File: src/rtl/mem_arb_pkg.sv
// Shared types and constants for the two-port cache-to-memory arbiter.
package mem_arb_pkg;

  localparam int unsigned ADDR_W      = 32;
  localparam int unsigned BLOCK_W     = 128;
  localparam int unsigned PORT_ICACHE = 0;
  localparam int unsigned PORT_DCACHE = 1;

  typedef enum logic {
    IDLE = 1'b0,
    BUSY = 1'b1
  } arb_state_t;

  // One-hot grant vector for a port index.
  function automatic logic [1:0] port_onehot(input logic idx);
    return idx ? 2'b10 : 2'b01;
  endfunction

endpackage

File: src/rtl/rr_arbiter2.sv
// Two-port round-robin pick: a lone requester wins, a tie goes to the port
// that was not granted last.
module rr_arbiter2
  import mem_arb_pkg::*;
(
  input  logic [1:0] req_i,
  input  logic       last_i,
  output logic [1:0] gnt_o,
  output logic       gnt_idx_o,
  output logic       any_o
);

  // Select the winning port index from the request vector.
  always_comb begin
    gnt_idx_o = 1'b0;
    case (req_i)
      2'b01:   gnt_idx_o = 1'b0;
      2'b10:   gnt_idx_o = 1'b1;
      2'b11:   gnt_idx_o = ~last_i;
      default: gnt_idx_o = 1'b0;
    endcase
  end

  assign any_o = |req_i;
  assign gnt_o = any_o ? port_onehot(gnt_idx_o) : 2'b00;

endmodule

File: src/rtl/mem_arbiter.sv
// Arbiter sharing one memory channel between the I-cache (port 0) and the
// D-cache (port 1) controllers. The grant is held for as long as the owner
// keeps a read or write request up, so write-back followed by allocate stays
// on one port. Build option MEM_ARB_TIMEOUT_EN adds a watchdog that forces
// a release after TIMEOUT_CYCLES cycles without a memory handshake.
module mem_arbiter
  import mem_arb_pkg::*;
#(
  parameter int unsigned TIMEOUT_CYCLES = 255
) (
  input  logic                 clk,
  input  logic                 rst,
  input  logic [1:0]           req_rd,
  input  logic [1:0]           req_wr,
  input  logic [1:0]           req_valid_cache,
  input  logic [1:0]           req_ready_cache,
  input  logic [2*ADDR_W-1:0]  req_addr,
  input  logic [2*BLOCK_W-1:0] req_wdata,
  output logic [1:0]           port_ready_mem,
  output logic [1:0]           port_valid_mem,
  output logic [BLOCK_W-1:0]   port_rdata,
  output logic                 mem_read_en,
  output logic                 mem_write_en,
  output logic [ADDR_W-1:0]    mem_addr,
  output logic [BLOCK_W-1:0]   mem_wdata,
  output logic                 mem_valid_cache,
  output logic                 mem_ready_cache,
  input  logic                 mem_ready_mem,
  input  logic                 mem_valid_mem,
  input  logic [BLOCK_W-1:0]   mem_rdata,
  output logic [1:0]           grant,
  output logic                 busy,
  output logic                 timeout
);

  arb_state_t state_q, state_d;
  logic [1:0] grant_q, grant_d;
  logic       last_q, last_d;

  logic [1:0] req_any;
  logic [1:0] arb_gnt;
  logic       arb_idx;
  logic       arb_any;
  logic       owner;
  logic       own_req;
  logic       wd_expire;

  assign req_any = req_rd | req_wr;
  assign owner   = grant_q[PORT_DCACHE];
  assign own_req = req_any[owner];

  rr_arbiter2 u_rr (
    .req_i     (req_any),
    .last_i    (last_q),
    .gnt_o     (arb_gnt),
    .gnt_idx_o (arb_idx),
    .any_o     (arb_any)
  );

  // State, grant and round-robin history registers.
  always_ff @(posedge clk or posedge rst) begin
    if (rst) begin
      state_q <= IDLE;
      grant_q <= '0;
      last_q  <= 1'b1;
    end else begin
      state_q <= state_d;
      grant_q <= grant_d;
      last_q  <= last_d;
    end
  end

  // Next-state: grant from IDLE, release when the owner drops or the watchdog fires.
  always_comb begin
    state_d = state_q;
    grant_d = grant_q;
    last_d  = last_q;
    unique case (state_q)
      IDLE: begin
        if (arb_any) begin
          state_d = BUSY;
          grant_d = arb_gnt;
          last_d  = arb_idx;
        end
      end
      BUSY: begin
        if (!own_req || wd_expire) begin
          state_d = IDLE;
          grant_d = '0;
        end
      end
      default: begin
        state_d = IDLE;
        grant_d = '0;
      end
    endcase
  end

  // Route the owner's request to memory and memory's handshake back to the owner only.
  always_comb begin
    mem_read_en     = 1'b0;
    mem_write_en    = 1'b0;
    mem_addr        = '0;
    mem_wdata       = '0;
    mem_valid_cache = 1'b0;
    mem_ready_cache = 1'b0;
    port_ready_mem  = '0;
    port_valid_mem  = '0;
    if (state_q == BUSY) begin
      mem_read_en     = req_rd[owner];
      mem_write_en    = req_wr[owner];
      mem_addr        = owner ? req_addr[2*ADDR_W-1:ADDR_W] : req_addr[ADDR_W-1:0];
      mem_wdata       = owner ? req_wdata[2*BLOCK_W-1:BLOCK_W] : req_wdata[BLOCK_W-1:0];
      mem_valid_cache = req_valid_cache[owner];
      mem_ready_cache = req_ready_cache[owner];
      port_ready_mem[owner] = mem_ready_mem;
      port_valid_mem[owner] = mem_valid_mem;
    end
  end

  assign port_rdata = mem_rdata;
  assign grant      = grant_q;
  assign busy       = (state_q == BUSY);

`ifdef MEM_ARB_TIMEOUT_EN
  localparam logic [7:0] TMO_LAST = 8'(TIMEOUT_CYCLES - 1);

  logic [7:0] cnt_q, cnt_d;
  logic       timeout_q;
  logic       mem_hs;

  assign mem_hs = (mem_valid_cache & mem_ready_mem) | (mem_valid_mem & mem_ready_cache);
  // Fires on the cycle the count would reach TIMEOUT_CYCLES; a normal release wins.
  assign wd_expire = (state_q == BUSY) && own_req && !mem_hs && (cnt_q == TMO_LAST);

  // Idle-handshake counter: runs only while BUSY and no handshake is seen.
  always_comb begin
    cnt_d = cnt_q + 8'd1;
    if ((state_q != BUSY) || !own_req || mem_hs || wd_expire) begin
      cnt_d = '0;
    end
  end

  // Watchdog count and one-cycle timeout pulse.
  always_ff @(posedge clk or posedge rst) begin
    if (rst) begin
      cnt_q     <= '0;
      timeout_q <= 1'b0;
    end else begin
      cnt_q     <= cnt_d;
      timeout_q <= wd_expire;
    end
  end

  assign timeout = timeout_q;
`else
  assign wd_expire = 1'b0;
  assign timeout   = 1'b0;
`endif

endmodule
File: config.mk
export PLATFORM = sky130hd
export DESIGN_NAME = mem_arbiter
export DESIGN_NICKNAME = d
export VERILOG_FILES = /design/src/rtl/mem_arb_pkg.sv /design/src/rtl/rr_arbiter2.sv /design/src/rtl/mem_arbiter.sv
export SDC_FILE = /design/constraint.sdc
export NUM_CORES = 1
export LEC_CHECK = 0
export BUFFER_PORTS_ARGS = -buffer_cell sky130_fd_sc_hd__buf_2
export CORE_AREA = 2 2 295 297
export CTS_CLUSTER_DIAMETER = 30
export DETAILED_ROUTE_END_ITERATION = 16
export DIE_AREA = 0 0 297 299
export PLACE_DENSITY_LB_ADDON = 0.3
export SLEW_MARGIN = 20
export SYNTH_ARGS = -nofsm -noshare
export SYNTH_HDL_FRONTEND = slang
export SYNTH_HIERARCHICAL = 1
export SYNTH_SLANG_ARGS = --single-unit
File: constraint.sdc
create_clock -name clk -period 1.45 [get_ports clk]
set_clock_uncertainty 0.05 [all_clocks]
set_input_delay 0 -clock clk [delete_from_list [all_inputs] [get_ports clk]]
set_output_delay 0 -clock clk [all_outputs]
set_load 0.02 [all_outputs]
==> summary.md <==
| Metric | Value |
|---|---|
| Drt via density | 2.53 |
| Highest ir drop seen on vdd | 0.00103 V |
| Max-cap check violation count | 0 |
| Synthesized area | 4150 sq um |
| CP Max Fanout | 15 |
| RR Endpoint | grant[0]$_DFFE_PP0P_ |
| Share of cells above drive strength 1 | 0.569 |
| Worst-Skew Late Latency | 230 ps |
| Min-Delay Startpoint | req_rd[0] |
| Maximum count of clock buffers along a single path | 2 |
| Count of flip-flops with a built-in enable after synthesis | 0 |
| Register-to-register path setup slack | 30 ps |
| Via count of the first global-routing pass | 5612 |
| Final-layout worst hold slack | 201 ps |
| RSZ-0062 raised after global routing | yes |
| DRC violations left | 0 |
| Max-slew violation count | 0 |
| Endpoint of the worst hold path | busy$_DFF_PP0_ |
| Root buffer selected by CTS | sky130_fd_sc_hd__clkbuf_16 |
| Unique cell type count in the Yosys netlist | 23 |
| Category of the critical setup timing path | reg2out |
| Average footprint of a synthesized cell | 7.93 sq um |
| Die outline height | 299 um |
| Synthesized netlist net count | 983 |
| Share of Yosys cell area claimed by the top area cell type | 0.396 |
| Detailed-router iteration count before antenna repair | 4 |
| Worst hold path type | in2reg |
| Die outline area | 88800 sq um |
| Kind of launch point of the worst setup path | register |
| Sequential fraction of the synthesis area | 0.0244 |
| Max H-tree Level | 1 |
| Wirelength, routed | 28200 um |
| Final weighted congestion in routability-driven placement | 0.734 |
| Pwr/cell area | 1530 nW/um^2 |
| Number of storage elements in the synthesis netlist | 4 |
| Yosys warning total | 6 |
| Clock Sink Count | 4 |
| Area Overhead vs Synth | 134% |
| IO Pins | 760 |
| Detailed placer's ending HPWL | 20800 um |
| Reg2Reg Launch Point | grant[1]$_DFFE_PP0P_ |
| Number of port buffers | 502 |
| R2R cell count | 5 |
| Fin nets | 1508 |
| Count of endpoints failing hold in the final timing report | 0 |
| Die width | 297 um |
| Std cell rows | 108 |
| Peak clock frequency supported by timing | 0.583 GHz |
| Final standard cell area without fillers | 9720 sq um |
| Via count | 5588 |
| Outcome | complete, but fails checks |
| Final critical-path required period | 1710 ps |
| Cell accounting for the most synthesized area | sky130_fd_sc_hd__mux2i_1 |
| Largest net degree at the start of global routing | 30 |
| Global router's overall resource usage | 0.0536 |
| Most common cell after layout, fill and taps aside | sky130_fd_sc_hd__buf_2 |
| Violations in the final reports | setup timing |
| Antenna Violating Nets Remaining | 0 |
| Fin util | 0.113 |
| Gr ovfl total | 0 |
| CP Capture Type | output port |
| WHS Path Cells | 4 |
| Wire length of the first global-routing pass | 35300 um |
| FILL cells | 9939 |
| Synth async-reset ratio | 1.00 |
| Number of buffers inserted during clock tree synthesis | 3 |
| Worst EP arrival | 1660 ps |
| Final setup margin | -265 ps |
| Critical path required time | 1400 ps |
| Post-detailed-route wirelength per cell | 12.8 um |
| Starting DRC count in detailed routing | 190 |
| Post-CTS clock slew at the launch and capture registers of the worst setup and hold paths | 30 ps |
| Crit share post-route | 1.18 |
| # setup viols final | 167 |
| Initial standard-cell utilization of the core | 0.0482 |
| Most frequent cells in the layout | sky130_fd_sc_hd__buf_2, sky130_fd_sc_hd__nor2b_1, sky130_fd_sc_hd__buf_4 |
| Post-place instance area | 7280 sq um |
| Antenna violations before repair | 17 |
| Total Negative Setup Slacks | -26760 ps |
| Predominant post-synthesis flop cell | sky130_fd_sc_hd__dfrtp_1 |
| Placeable core region | 85900 sq um |
| Synth top area cells | sky130_fd_sc_hd__mux2i_1, sky130_fd_sc_hd__buf_4, sky130_fd_sc_hd__nor2b_1, sky130_fd_sc_hd__buf_6, sky130_fd_sc_hd__dfrtp_1 |
| Syn Inst Count | 523 |
| Clock tree from TritonCTS | yes |
| Leakage | 0.00435 uW |
[cell families (layout without fill, tap and decap cells)]
kind of cell / Yosys count / count (layout) / share of synthesized area
and+or+nand+nor: 174 / 174 / 0.262
buffers and inverters: 170 / 694 / 0.298
muxes: 165 / 165 / 0.399
AOI/OAI and AO/OA: 9 / 9 / 0.0160
DFF: 4 / 4 / 0.0244
other: 1 / 8 / 0.000905
[what timing repair did]
| action | 4_1_cts | 5_1_grt |
|---|---|---|
| setup endpoints to repair | 165 | 171 |
| gates resized for setup | 128 | 96 |
| setup buffers | 7 | 8 |
| endpoints found under the hold margin | 132 | 0 |
| cloned | 6 | 5 |
| pin swaps | 0 | 2 |
| hold buffers | 129 | 0 |
[synth_stat cells, types with 2 or more instances]
master / count
sky130_fd_sc_hd__mux2i_1: 164
sky130_fd_sc_hd__inv_1: 3
sky130_fd_sc_hd__a22o_1: 2
sky130_fd_sc_hd__and3_1: 2
sky130_fd_sc_hd__dfrtp_1: 3
sky130_fd_sc_hd__a21oi_1: 2
sky130_fd_sc_hd__nor2b_1: 165
sky130_fd_sc_hd__and3b_1: 2
sky130_fd_sc_hd__nor2_1: 2
sky130_fd_sc_hd__a21boi_0: 2
sky130_fd_sc_hd__buf_4: 138
sky130_fd_sc_hd__buf_2: 2
sky130_fd_sc_hd__buf_6: 10
sky130_fd_sc_hd__clkbuf_1: 17
[metal layers]
| metal | vias to the layer above | wire, um | GRT usage |
|---|---|---|---|
| li1 | 2650 | - | - |
| met1 | 2400 | 8850 | 0.0480 |
| met2 | 471 | 14500 | 0.102 |
| met4 | 10 | 1240 | 0.0214 |
| met5 | - | 69 | 0 |
| met3 | 57 | 3550 | 0.0267 |
[layout make-up]
cell class / instances / area [sq um] / share of cell area
antenna: 7 / 17.5 / 0.00180
timing repair buffer: 687 / 5080 / 0.522
tap: 1155 / 1450 / 0.149
inverter: 3 / 11.3 / 0.00116
multi-input combinational: 349 / 2980 / 0.307
sequential: 4 / 109 / 0.0112
clock buffer: 4 / 78.8 / 0.00811
[through the flow]
step	setup slack, ps	total power [uW]	std cells
2_1_floorplan	25.5	7710	523
3_3_place_gp	-101	11100	2048
3_5_place_dp	-96.7	10900	2048
4_1_cts	-219	13900	2194
5_1_grt	-314	15700	2204
6_report	-265	14800	2209
[registers in the layout, summed over array words and instances (netlist names)]
| name | count |
|---|---|
| last_q | 1 |
| grant | 2 |
| busy | 1 |
[worst max-delay path by stage]
stage	to	startpoint	slack, ps	depth (start not counted)
2_1_floorplan	mem_wdata[100]	busy$_DFF_PP0_	30	4
3_3_place_gp	mem_wdata[14]	grant[1]$_DFFE_PP0P_	-100	5
3_5_place_dp	mem_wdata[14]	grant[1]$_DFFE_PP0P_	-100	5
4_1_cts	mem_wdata[76]	grant[1]$_DFFE_PP0P_	-220	5
5_1_grt	mem_wdata[14]	grant[1]$_DFFE_PP0P_	-310	5
6_report	mem_wdata[81]	grant[1]$_DFFE_PP0P_	-260	5
[worst max-delay path, stage by stage (launching register included)]
cell and delay (ps):
sky130_fd_sc_hd__dfrtp_4 550, sky130_fd_sc_hd__buf_16 190, sky130_fd_sc_hd__buf_4 160, sky130_fd_sc_hd__mux2i_2 160
sky130_fd_sc_hd__nor2b_1 170, sky130_fd_sc_hd__buf_4 170
[where the power goes]
part / leakage (uW) / internal [uW] / switching, uW / total [uW]
Sequential: 0.0000449 / 193 / 111 / 304
Combinational: 0.00426 / 6950 / 7120 / 14100
Clock: 0.0000382 / 364 / 86.8 / 451
Total: 0.00435 / 7510 / 7310 / 14800
Note: power is estimated with default switching activity, not from simulation.
